===== src/rtl/instr_wb_master_if.sv =====
// Wishbone B4 pipelined bus bundle between the instrumented master and a slave.
interface instr_wb_master_if;
  localparam int unsigned ADR_W = 32;
  localparam int unsigned DAT_W = 32;
  localparam int unsigned SEL_W = 4;

  logic [ADR_W-1:0] wb_adr_o;
  logic [DAT_W-1:0] wb_dat_o;
  logic [DAT_W-1:0] wb_dat_i;
  logic             wb_we_o;
  logic [SEL_W-1:0] wb_sel_o;
  logic             wb_stb_o;
  logic             wb_ack_i;
  logic             wb_cyc_o;
  logic             wb_stall_i;

  modport master (
    output wb_adr_o, wb_dat_o, wb_we_o, wb_sel_o, wb_stb_o, wb_cyc_o,
    input  wb_dat_i, wb_ack_i, wb_stall_i
  );

  modport slave (
    input  wb_adr_o, wb_dat_o, wb_we_o, wb_sel_o, wb_stb_o, wb_cyc_o,
    output wb_dat_i, wb_ack_i, wb_stall_i
  );
endinterface


===== src/rtl/instr_wb_master.sv =====
// Instrumented Wishbone B4 pipelined master: one command becomes a single or
// incrementing burst, with stall handling, ack counting and an ack timeout.
module instr_wb_master #(
  parameter int unsigned TIMEOUT_CYCLES = 255
) (
  input  logic                     clk_i,
  input  logic                     rst_i,
  instr_wb_master_if.master        wb,
  input  logic                     request_i,
  input  logic                     req_we_i,
  input  logic [31:0]              req_adr_i,
  input  logic [31:0]              req_dat_i,
  input  logic [3:0]               req_sel_i,
  input  logic [4:0]               req_len_i,
  output logic                     busy_o,
  output logic                     done_o,
  output logic                     timeout_o,
  output logic                     rd_valid_o,
  output logic [31:0]              rd_data_o
);

  localparam int unsigned AW = 32;
  localparam int unsigned DW = 32;
  localparam int unsigned SW = 4;
  localparam int unsigned LW = 5;
  localparam int unsigned TW = (TIMEOUT_CYCLES > 1) ? $clog2(TIMEOUT_CYCLES + 1) : 1;

  typedef enum logic [1:0] {S_IDLE, S_ISSUE, S_DRAIN} state_e;

  state_e          state_q, state_d;
  logic [AW-1:0]   adr_q, adr_d;
  logic [DW-1:0]   dat_q, dat_d;
  logic            we_q, we_d;
  logic [SW-1:0]   sel_q, sel_d;
  logic [LW-1:0]   len_q, len_d;
  logic [LW-1:0]   iss_q, iss_d;
  logic [LW-1:0]   ack_cnt_q, ack_cnt_d;
  logic [TW-1:0]   to_q, to_d;
  logic            cyc_q, cyc_d;
  logic            stb_q, stb_d;
  logic            busy_q, busy_d;
  logic            done_q, done_d;
  logic            tout_q, tout_d;
  logic            rdv_q, rdv_d;
  logic [DW-1:0]   rdat_q, rdat_d;

  logic            accept_c;
  logic            ack_hit_c;
  logic            to_hit_c;

  // Beat handshake, counted ack (extra acks beyond len dropped) and timeout expiry.
  assign accept_c  = stb_q && !wb.wb_stall_i;
  assign ack_hit_c = cyc_q && wb.wb_ack_i && (ack_cnt_q != len_q);
  assign to_hit_c  = (TIMEOUT_CYCLES != 0) && (TW'(to_q + TW'(1)) == TW'(TIMEOUT_CYCLES));

  // Next-state and registered-output logic.
  always_comb begin
    state_d   = state_q;
    adr_d     = adr_q;
    dat_d     = dat_q;
    we_d      = we_q;
    sel_d     = sel_q;
    len_d     = len_q;
    iss_d     = iss_q;
    ack_cnt_d = ack_cnt_q;
    to_d      = to_q;
    cyc_d     = cyc_q;
    stb_d     = stb_q;
    busy_d    = busy_q;
    rdat_d    = rdat_q;
    done_d    = 1'b0;
    tout_d    = 1'b0;
    rdv_d     = 1'b0;

    case (state_q)
      S_IDLE: begin
        if (request_i) begin
          we_d      = req_we_i;
          adr_d     = req_adr_i;
          dat_d     = req_dat_i;
          sel_d     = req_sel_i;
          len_d     = (req_len_i == '0) ? LW'(1) : req_len_i;
          iss_d     = '0;
          ack_cnt_d = '0;
          to_d      = '0;
          cyc_d     = 1'b1;
          stb_d     = 1'b1;
          busy_d    = 1'b1;
          state_d   = S_ISSUE;
        end
      end
      S_ISSUE, S_DRAIN: begin
        if (accept_c) begin
          iss_d = LW'(iss_q + LW'(1));
          adr_d = AW'(adr_q + AW'(4));
          if (LW'(iss_q + LW'(1)) == len_q) begin
            stb_d   = 1'b0;
            state_d = S_DRAIN;
          end
        end
        if (ack_hit_c) begin
          ack_cnt_d = LW'(ack_cnt_q + LW'(1));
          to_d      = '0;
          rdat_d    = wb.wb_dat_i;
          rdv_d     = !we_q;
          if (LW'(ack_cnt_q + LW'(1)) == len_q) begin
            state_d = S_IDLE;
            cyc_d   = 1'b0;
            stb_d   = 1'b0;
            busy_d  = 1'b0;
            done_d  = 1'b1;
          end
        end else begin
          to_d = TW'(to_q + TW'(1));
          if (to_hit_c) begin
            state_d = S_IDLE;
            cyc_d   = 1'b0;
            stb_d   = 1'b0;
            busy_d  = 1'b0;
            done_d  = 1'b1;
            tout_d  = 1'b1;
          end
        end
      end
      default: begin
        state_d = S_IDLE;
        cyc_d   = 1'b0;
        stb_d   = 1'b0;
        busy_d  = 1'b0;
      end
    endcase
  end

  // State and output registers; reset abandons any cycle in flight silently.
  always_ff @(posedge clk_i or posedge rst_i) begin
    if (rst_i) begin
      state_q   <= S_IDLE;
      adr_q     <= '0;
      dat_q     <= '0;
      we_q      <= 1'b0;
      sel_q     <= '0;
      len_q     <= '0;
      iss_q     <= '0;
      ack_cnt_q <= '0;
      to_q      <= '0;
      cyc_q     <= 1'b0;
      stb_q     <= 1'b0;
      busy_q    <= 1'b0;
      done_q    <= 1'b0;
      tout_q    <= 1'b0;
      rdv_q     <= 1'b0;
      rdat_q    <= '0;
    end else begin
      state_q   <= state_d;
      adr_q     <= adr_d;
      dat_q     <= dat_d;
      we_q      <= we_d;
      sel_q     <= sel_d;
      len_q     <= len_d;
      iss_q     <= iss_d;
      ack_cnt_q <= ack_cnt_d;
      to_q      <= to_d;
      cyc_q     <= cyc_d;
      stb_q     <= stb_d;
      busy_q    <= busy_d;
      done_q    <= done_d;
      tout_q    <= tout_d;
      rdv_q     <= rdv_d;
      rdat_q    <= rdat_d;
    end
  end

  assign wb.wb_adr_o = adr_q;
  assign wb.wb_dat_o = dat_q;
  assign wb.wb_we_o  = we_q;
  assign wb.wb_sel_o = sel_q;
  assign wb.wb_stb_o = stb_q;
  assign wb.wb_cyc_o = cyc_q;
  assign busy_o      = busy_q;
  assign done_o      = done_q;
  assign timeout_o   = tout_q;
  assign rd_valid_o  = rdv_q;
  assign rd_data_o   = rdat_q;

endmodule

===== src/flat_wrapper.sv =====
// flat-port wrapper written by rule: the top's interface ports become plain ports
module instr_wb_master_flat 
#(
  parameter int unsigned TIMEOUT_CYCLES = 255
)
  (clk_i, rst_i, request_i, req_we_i, req_adr_i, req_dat_i, req_sel_i, req_len_i, busy_o, done_o, timeout_o, rd_valid_o, rd_data_o, wb_wb_adr_o, wb_wb_dat_o, wb_wb_we_o, wb_wb_sel_o, wb_wb_stb_o, wb_wb_cyc_o, wb_wb_dat_i, wb_wb_ack_i, wb_wb_stall_i);
  instr_wb_master_if wb_i ();
  input  logic clk_i;
  input  logic rst_i;
  input  logic request_i;
  input  logic req_we_i;
  input  logic [31:0] req_adr_i;
  input  logic [31:0] req_dat_i;
  input  logic [3:0] req_sel_i;
  input  logic [4:0] req_len_i;
  output logic busy_o;
  output logic done_o;
  output logic timeout_o;
  output logic rd_valid_o;
  output logic [31:0] rd_data_o;
  output wire logic [$bits(wb_i.wb_adr_o)-1:0] wb_wb_adr_o;
  output wire logic [$bits(wb_i.wb_dat_o)-1:0] wb_wb_dat_o;
  output wire logic [$bits(wb_i.wb_we_o)-1:0] wb_wb_we_o;
  output wire logic [$bits(wb_i.wb_sel_o)-1:0] wb_wb_sel_o;
  output wire logic [$bits(wb_i.wb_stb_o)-1:0] wb_wb_stb_o;
  output wire logic [$bits(wb_i.wb_cyc_o)-1:0] wb_wb_cyc_o;
  input wire logic [$bits(wb_i.wb_dat_i)-1:0] wb_wb_dat_i;
  input wire logic [$bits(wb_i.wb_ack_i)-1:0] wb_wb_ack_i;
  input wire logic [$bits(wb_i.wb_stall_i)-1:0] wb_wb_stall_i;
  assign wb_wb_adr_o = wb_i.wb_adr_o;
  assign wb_wb_dat_o = wb_i.wb_dat_o;
  assign wb_wb_we_o = wb_i.wb_we_o;
  assign wb_wb_sel_o = wb_i.wb_sel_o;
  assign wb_wb_stb_o = wb_i.wb_stb_o;
  assign wb_wb_cyc_o = wb_i.wb_cyc_o;
  assign wb_i.wb_dat_i = wb_wb_dat_i;
  assign wb_i.wb_ack_i = wb_wb_ack_i;
  assign wb_i.wb_stall_i = wb_wb_stall_i;
  instr_wb_master #(.TIMEOUT_CYCLES(TIMEOUT_CYCLES)) u_core (.clk_i(clk_i), .rst_i(rst_i), .wb(wb_i), .request_i(request_i), .req_we_i(req_we_i), .req_adr_i(req_adr_i), .req_dat_i(req_dat_i), .req_sel_i(req_sel_i), .req_len_i(req_len_i), .busy_o(busy_o), .done_o(done_o), .timeout_o(timeout_o), .rd_valid_o(rd_valid_o), .rd_data_o(rd_data_o));
endmodule

===== config.mk =====
export PLATFORM = sky130hd
export DESIGN_NAME = instr_wb_master_flat
export DESIGN_NICKNAME = d
export VERILOG_FILES = /design/src/rtl/instr_wb_master_if.sv /design/src/rtl/instr_wb_master.sv /design/src/flat_wrapper.sv
export SDC_FILE = /design/constraint.sdc
export NUM_CORES = 1
export LEC_CHECK = 0
export CAP_MARGIN = 20
export CORE_ASPECT_RATIO = 1.2
export CORE_MARGIN = 2
export CORE_UTILIZATION = 40
export DETAILED_ROUTE_END_ITERATION = 10
export PLACE_DENSITY = 0.78
export REMOVE_ABC_BUFFERS = 1
export SYNTH_ARGS = -nofsm -noshare
export SYNTH_HDL_FRONTEND = slang
export SYNTH_SLANG_ARGS = --single-unit

===== constraint.sdc =====
create_clock -name clk_i -period 4.63 [get_ports clk_i]
set_clock_uncertainty 0.1 [all_clocks]
set_input_delay 0.926 -clock clk_i [delete_from_list [all_inputs] [get_ports clk_i]]
set_output_delay 0.926 -clock clk_i [all_outputs]
set_load 0.01 [all_outputs]

* After elaboration in Yosys (flattened, before gate mapping) *
Cells that the tools add are included.

storage, ports and cells
  register bits after elaboration = 131
  latch bits = 0
  memory bits (writable) = 0
  ROM bits = 0
  input port bits = 111
  output and inout port bits = 107
  logic and storage cells = 83
  memories kept = 0

cells by class
  add/sub/neg operators = 4
  multiply operators = 0
  divide/modulo/power cells = 0
  order comparisons = 0
  eq/ne operators = 11
  shift operators = 0
  muxes and demuxes = 38
  bitwise logic cells = 0
  reduce and logical (&&, ||, !) cells = 15

operator list
  kind                     number
  $mux W32                 2
  $pmux W32 S2             1
  $add A32 B3 Y32 const B  1
  $mux W5                  4
  $pmux W5 S2              2
  $mux W1                  17
  $mux W8                  2
  $pmux W8 S2              1
  $mux W2                  6
  $add A5 B1 Y5 const B    2
  $eq A5 B5 Y1             2
  $reduce_and A3 Y1        3
  $add A8 B1 Y8 const B    1
  $eq A8 B8 Y1 const B     1
  $reduce_and A2 Y1        3
  $logic_not A5 Y1         1
  $ne A5 B5 Y1             1
  $ne A2 B1 Y1 const B     2
  $pmux W1 S2              2
  $pmux W2 S2              1
  $logic_and A1 B1 Y1      3
  $ne A3 B1 Y1 const B     1
  $ne A3 B3 Y1 const B     1
  $eq A2 B1 Y1 const B     1
  other kinds (6)          7

* Longest topological paths before layout *
  depth after elaboration = 7
  mapped depth = 10
  mapped depth without buffers = 7

* Worst setup path before layout *
No wires, ideal clock.

  kind = input-to-reg
  from = input port request_i
  to = register u_core.adr_q[31] (netlist: u_core.wb.wb_adr_o[31])
  library setup time = 0.143 ns
  data arrival time = 2.236 ns
  required time = 4.387 ns
  path slack = 2.151 ns
  stages on the path = 6
  path buffers = 2
  cells stage by stage = clkbuf_1 nand3_1 and2_1 clkbuf_1 o41ai_1 a221oi_1

on the way
  word-level cells in the longest chain between the ends = 2

ends and longest elaborated chain
  what                         RTL line                text
  from (decl)                  flat_wrapper.sv:10      input logic request_i;
  $ne A2 B2 Y1 (no line)       n/a
  $reduce_and A3 Y1 (no line)  n/a
  to (signal assigned)         instr_wb_master.sv:155  adr_q <= adr_d;
  to (decl)                    instr_wb_master.sv:31   logic [AW-1:0] adr_q, adr_d;

No other way between the ends.
A chain may end at the register's enable or synchronous reset.

* Worst setup path after layout *
Ends and elaborated chain as after synthesis.

==> out/qor.yml <==
drtIter0Drc: 366
cts_resized: 0
tns_ns: 0
cts_tree: "yes"
io_buffers: 217
startpoint: "request_i"
vias: 5539
die_h_um: 144
finalPower_w: 0.00652
grt_pass1_vias: 5468
clkTransAtPathRegs_ns: 0.06
setup_slack_ns: 1.39
min_period_ns: 3.24
cts_root_buf: "clkbuf_16"
multi_input_area_sq_um: 3100
ys.flop_type: "dfrtp_1"
h-tree-depth: 4
ant_nets: 0
worstPathRequired_ns: 4.83
status: "finished clean"
worst-path-max-fanout: 29
clockPowerShare_pct: 21.7
crit_path_start_kind: "input pin"
hp-class: "flop to flop"
synth_edf_count: 0
insertion_delay_ns: 0.41
slew_headroom_pct: 29.9
dr.pass1.iters: 5
floorplan.initialDensity_pct: 40.7
power.leakage_nw: 3.96
cts_buffers: 17
ys_seq_elements: 131
core_sq_um: 16100
cts_buffer_depth: 2
synth_cell_types: 61
syn_area_sq_um: 6580
post-place-ws_ns: 1.01
postCtsHoldBufs: 0
max_cap_violations: 0
dieArea_sq_um: 17500
comb_power_share_pct: 46.0
postCtsSetupRepairBufs: 0
track_usage_pct: 20.1
n_antenna_cell: 0
drt-total-wl_um: 17500
fin_crit_sh_pct: 69.9
reg2reg_from: "u_core.state_q[0]"
clock_sinks: 131
ys_seq_area_share_pct: 49.8
grt_start_max_net_pins: 89
syn_inst: 593
final_core_util_pct: 59.0
crit_path_end: "u_core.wb.wb_adr_o[31]"
layout.nets: 918
avgSynthCellArea_sq_um: 11.1
seq_power_share_pct: 32.3
row_count: 51
grt_overflow: 0
netSwitchingPower_w: 0.00233
avgViaCountPerCell: 5.40
critical_path_arrival_ns: 3.44
antenna_found_initial: 0
die_w_um: 121
seq_area_sq_um: 3280
finalHoldViolations: 0
p_per_area_nw_per_um2: 685
cp-end-kind: "flop"
finalMaxSlewViolations: 0
setup_viol: 0
vdd_ir_drop_max_v: 0.000367
rsz0062_at_grt: "no"
r2r_setup_slack_ns: 1.42
place.gp.congestion: 0.838
grt_pass1_wl_um: 27700
p_int_w: 0.00420
syn2layout_area_growth_pct: 44.8
async_flop_share_pct: 100
fillCellCount: 1319
switching_share_pct: 35.7
rr_worst_depth: 7
dpl.hpwl_um: 12100
worstMarginPinSlew_ns: 1.05
yosys_warnings: 0
wl_per_cell_um: 17.1
io_pins: 218
drive_above_1_share_pct: 14.5
r2r-end: "u_core.wb.wb_adr_o[31]"
critical_path_class: "input pin to flop"
drc: 0
fmax_mhz: 309
[per-layer routing]
metal	track usage, %	share of wire [%]	up-vias
met4	7.83	2.1	0
met1	24.9	41	2660
met5	0	0	-
li1	-	-	2607
met2	32.0	48	245
met3	7.41	8.8	27
[synth_stat cells (8+ instances only)]
master    instances  share of area (%)
mux2_2           46                7.9
o22ai_1          12                1.1
nand4_1          12                1.1
o21ai_0          28                2.1
nand3_1          28                2.1
o22a_1            9                1.2
clkbuf_1         22                1.3
a21oi_1          41                3.1
nor2_1           32                1.8
inv_1            12               0.68
and3_1           11                1.0
dfrtp_1         131                 50
nand2_1          44                2.5
xor2_1            8                1.1
mux2_4           29                6.6
xnor2_1          11                1.5
[how the worst min path moves through the flow]
stage,startpoint,to,slack (ns),depth (start not counted)
2_1_floorplan,u_core.wb.wb_we_o,u_core.rd_valid_o,0.39,1
3_3_place_gp,u_core.wb.wb_we_o,u_core.rd_valid_o,0.34,1
3_5_place_dp,u_core.wb.wb_we_o,u_core.rd_valid_o,0.34,1
4_1_cts,u_core.wb.wb_we_o,u_core.rd_valid_o,0.36,1
5_1_grt,u_core.wb.wb_we_o,u_core.rd_valid_o,0.41,1
6_report,u_core.wb.wb_we_o,u_core.rd_valid_o,0.36,1
[metrics by stage]
stage / cell area, sq um / cells / hold slack [ns]
2_1_floorplan: 6420 / 560 / 0.386
3_3_place_gp: 8900 / 993 / 0.340
3_5_place_dp: 8900 / 993 / 0.345
4_1_cts: 9520 / 1025 / 0.357
5_1_grt: 9520 / 1025 / 0.405
6_report: 9520 / 1025 / 0.357
[cells by family (layout without fill, tap and decap cells)]
family / count (synthesis) / count (layout) / share of synthesized area [%]
AO/OA/AOI/OAI: 145 / 145 / 14.7
multiplexers: 81 / 81 / 15.4
buffers and inverters: 45 / 265 / 3.12
AND/OR/NAND/NOR: 164 / 164 / 12.7
adder cells (fa/ha/maj): 7 / 7 / 1.33
flip-flops: 131 / 131 / 49.8
XOR/XNOR: 20 / 20 / 2.87
[power groups by stage]
stage / combinational [W] / clock (W) / sequential (W)
floorplan: 0.00142 / 0 / 0.00224
global placement: 0.00296 / 0 / 0.00209
detailed placement: 0.00301 / 0 / 0.00210
CTS: 0.00302 / 0.00144 / 0.00210
global route: 0.00326 / 0.00148 / 0.00218
finish: 0.00300 / 0.00141 / 0.00211
[sequential cells by signal, indices dropped and copies added, names as in the netlist]
| register | cells |
|---|---|
| u_core.iss_q | 5 |
| u_core.done_o | 1 |
| u_core.len_q | 5 |
| u_core.wb.wb_adr_o | 32 |
| u_core.to_q | 8 |
| u_core.timeout_o | 1 |
| u_core.state_q | 2 |
| u_core.wb.wb_we_o | 1 |
| u_core.rd_data_o | 32 |
| u_core.wb.wb_dat_o | 32 |
| u_core.wb.wb_stb_o | 1 |
| u_core.wb.wb_cyc_o | 1 |
| u_core.rd_valid_o | 1 |
| u_core.ack_cnt_q | 5 |
| u_core.wb.wb_sel_o | 4 |
[critical path, cell delays in order]
cell and delay [ns]:
clkdlybuf4s50_1 0.61, nand2b_1 0.36, nand3_1 0.24, and2_1 0.86, o41ai_1 0.17, a221oi_1 0.27
[area by class of cell]
cell class / instances / share of cell area, %
multi-input combinational: 417 / 32.5
timing repair buffer: 221 / 23.3
inverter: 12 / 0.499
clock buffer: 19 / 4.65
tap: 212 / 2.79
sequential: 131 / 34.4
clock inverter: 13 / 1.83
[cells in the final DEF, fill, tap and decap left out, types with 5 or more instances in the layout]
cell | Yosys | layout
and2_1 | 6 | 6
xor2_1 | 8 | 8
nor3_1 | 5 | 5
a21oi_1 | 41 | 41
nor2b_1 | 5 | 5
clkdlybuf4s50_1 | 0 | 217
o22ai_1 | 12 | 12
o22a_1 | 9 | 9
clkbuf_16 | 0 | 17
xnor2_1 | 11 | 11
inv_1 | 12 | 11
nand3_1 | 28 | 28
a2bb2oi_1 | 6 | 6
and3_1 | 11 | 11
ha_1 | 7 | 6
dfrtp_1 | 131 | 131
mux2_2 | 46 | 46
mux2i_1 | 6 | 6
and4_1 | 6 | 6
o21ai_0 | 28 | 28
nand2_1 | 44 | 43
mux2_4 | 29 | 29
nor2_1 | 32 | 32
nand4_1 | 12 | 12
a31oi_1 | 5 | 5
Power figures use the tool's default switching activity.
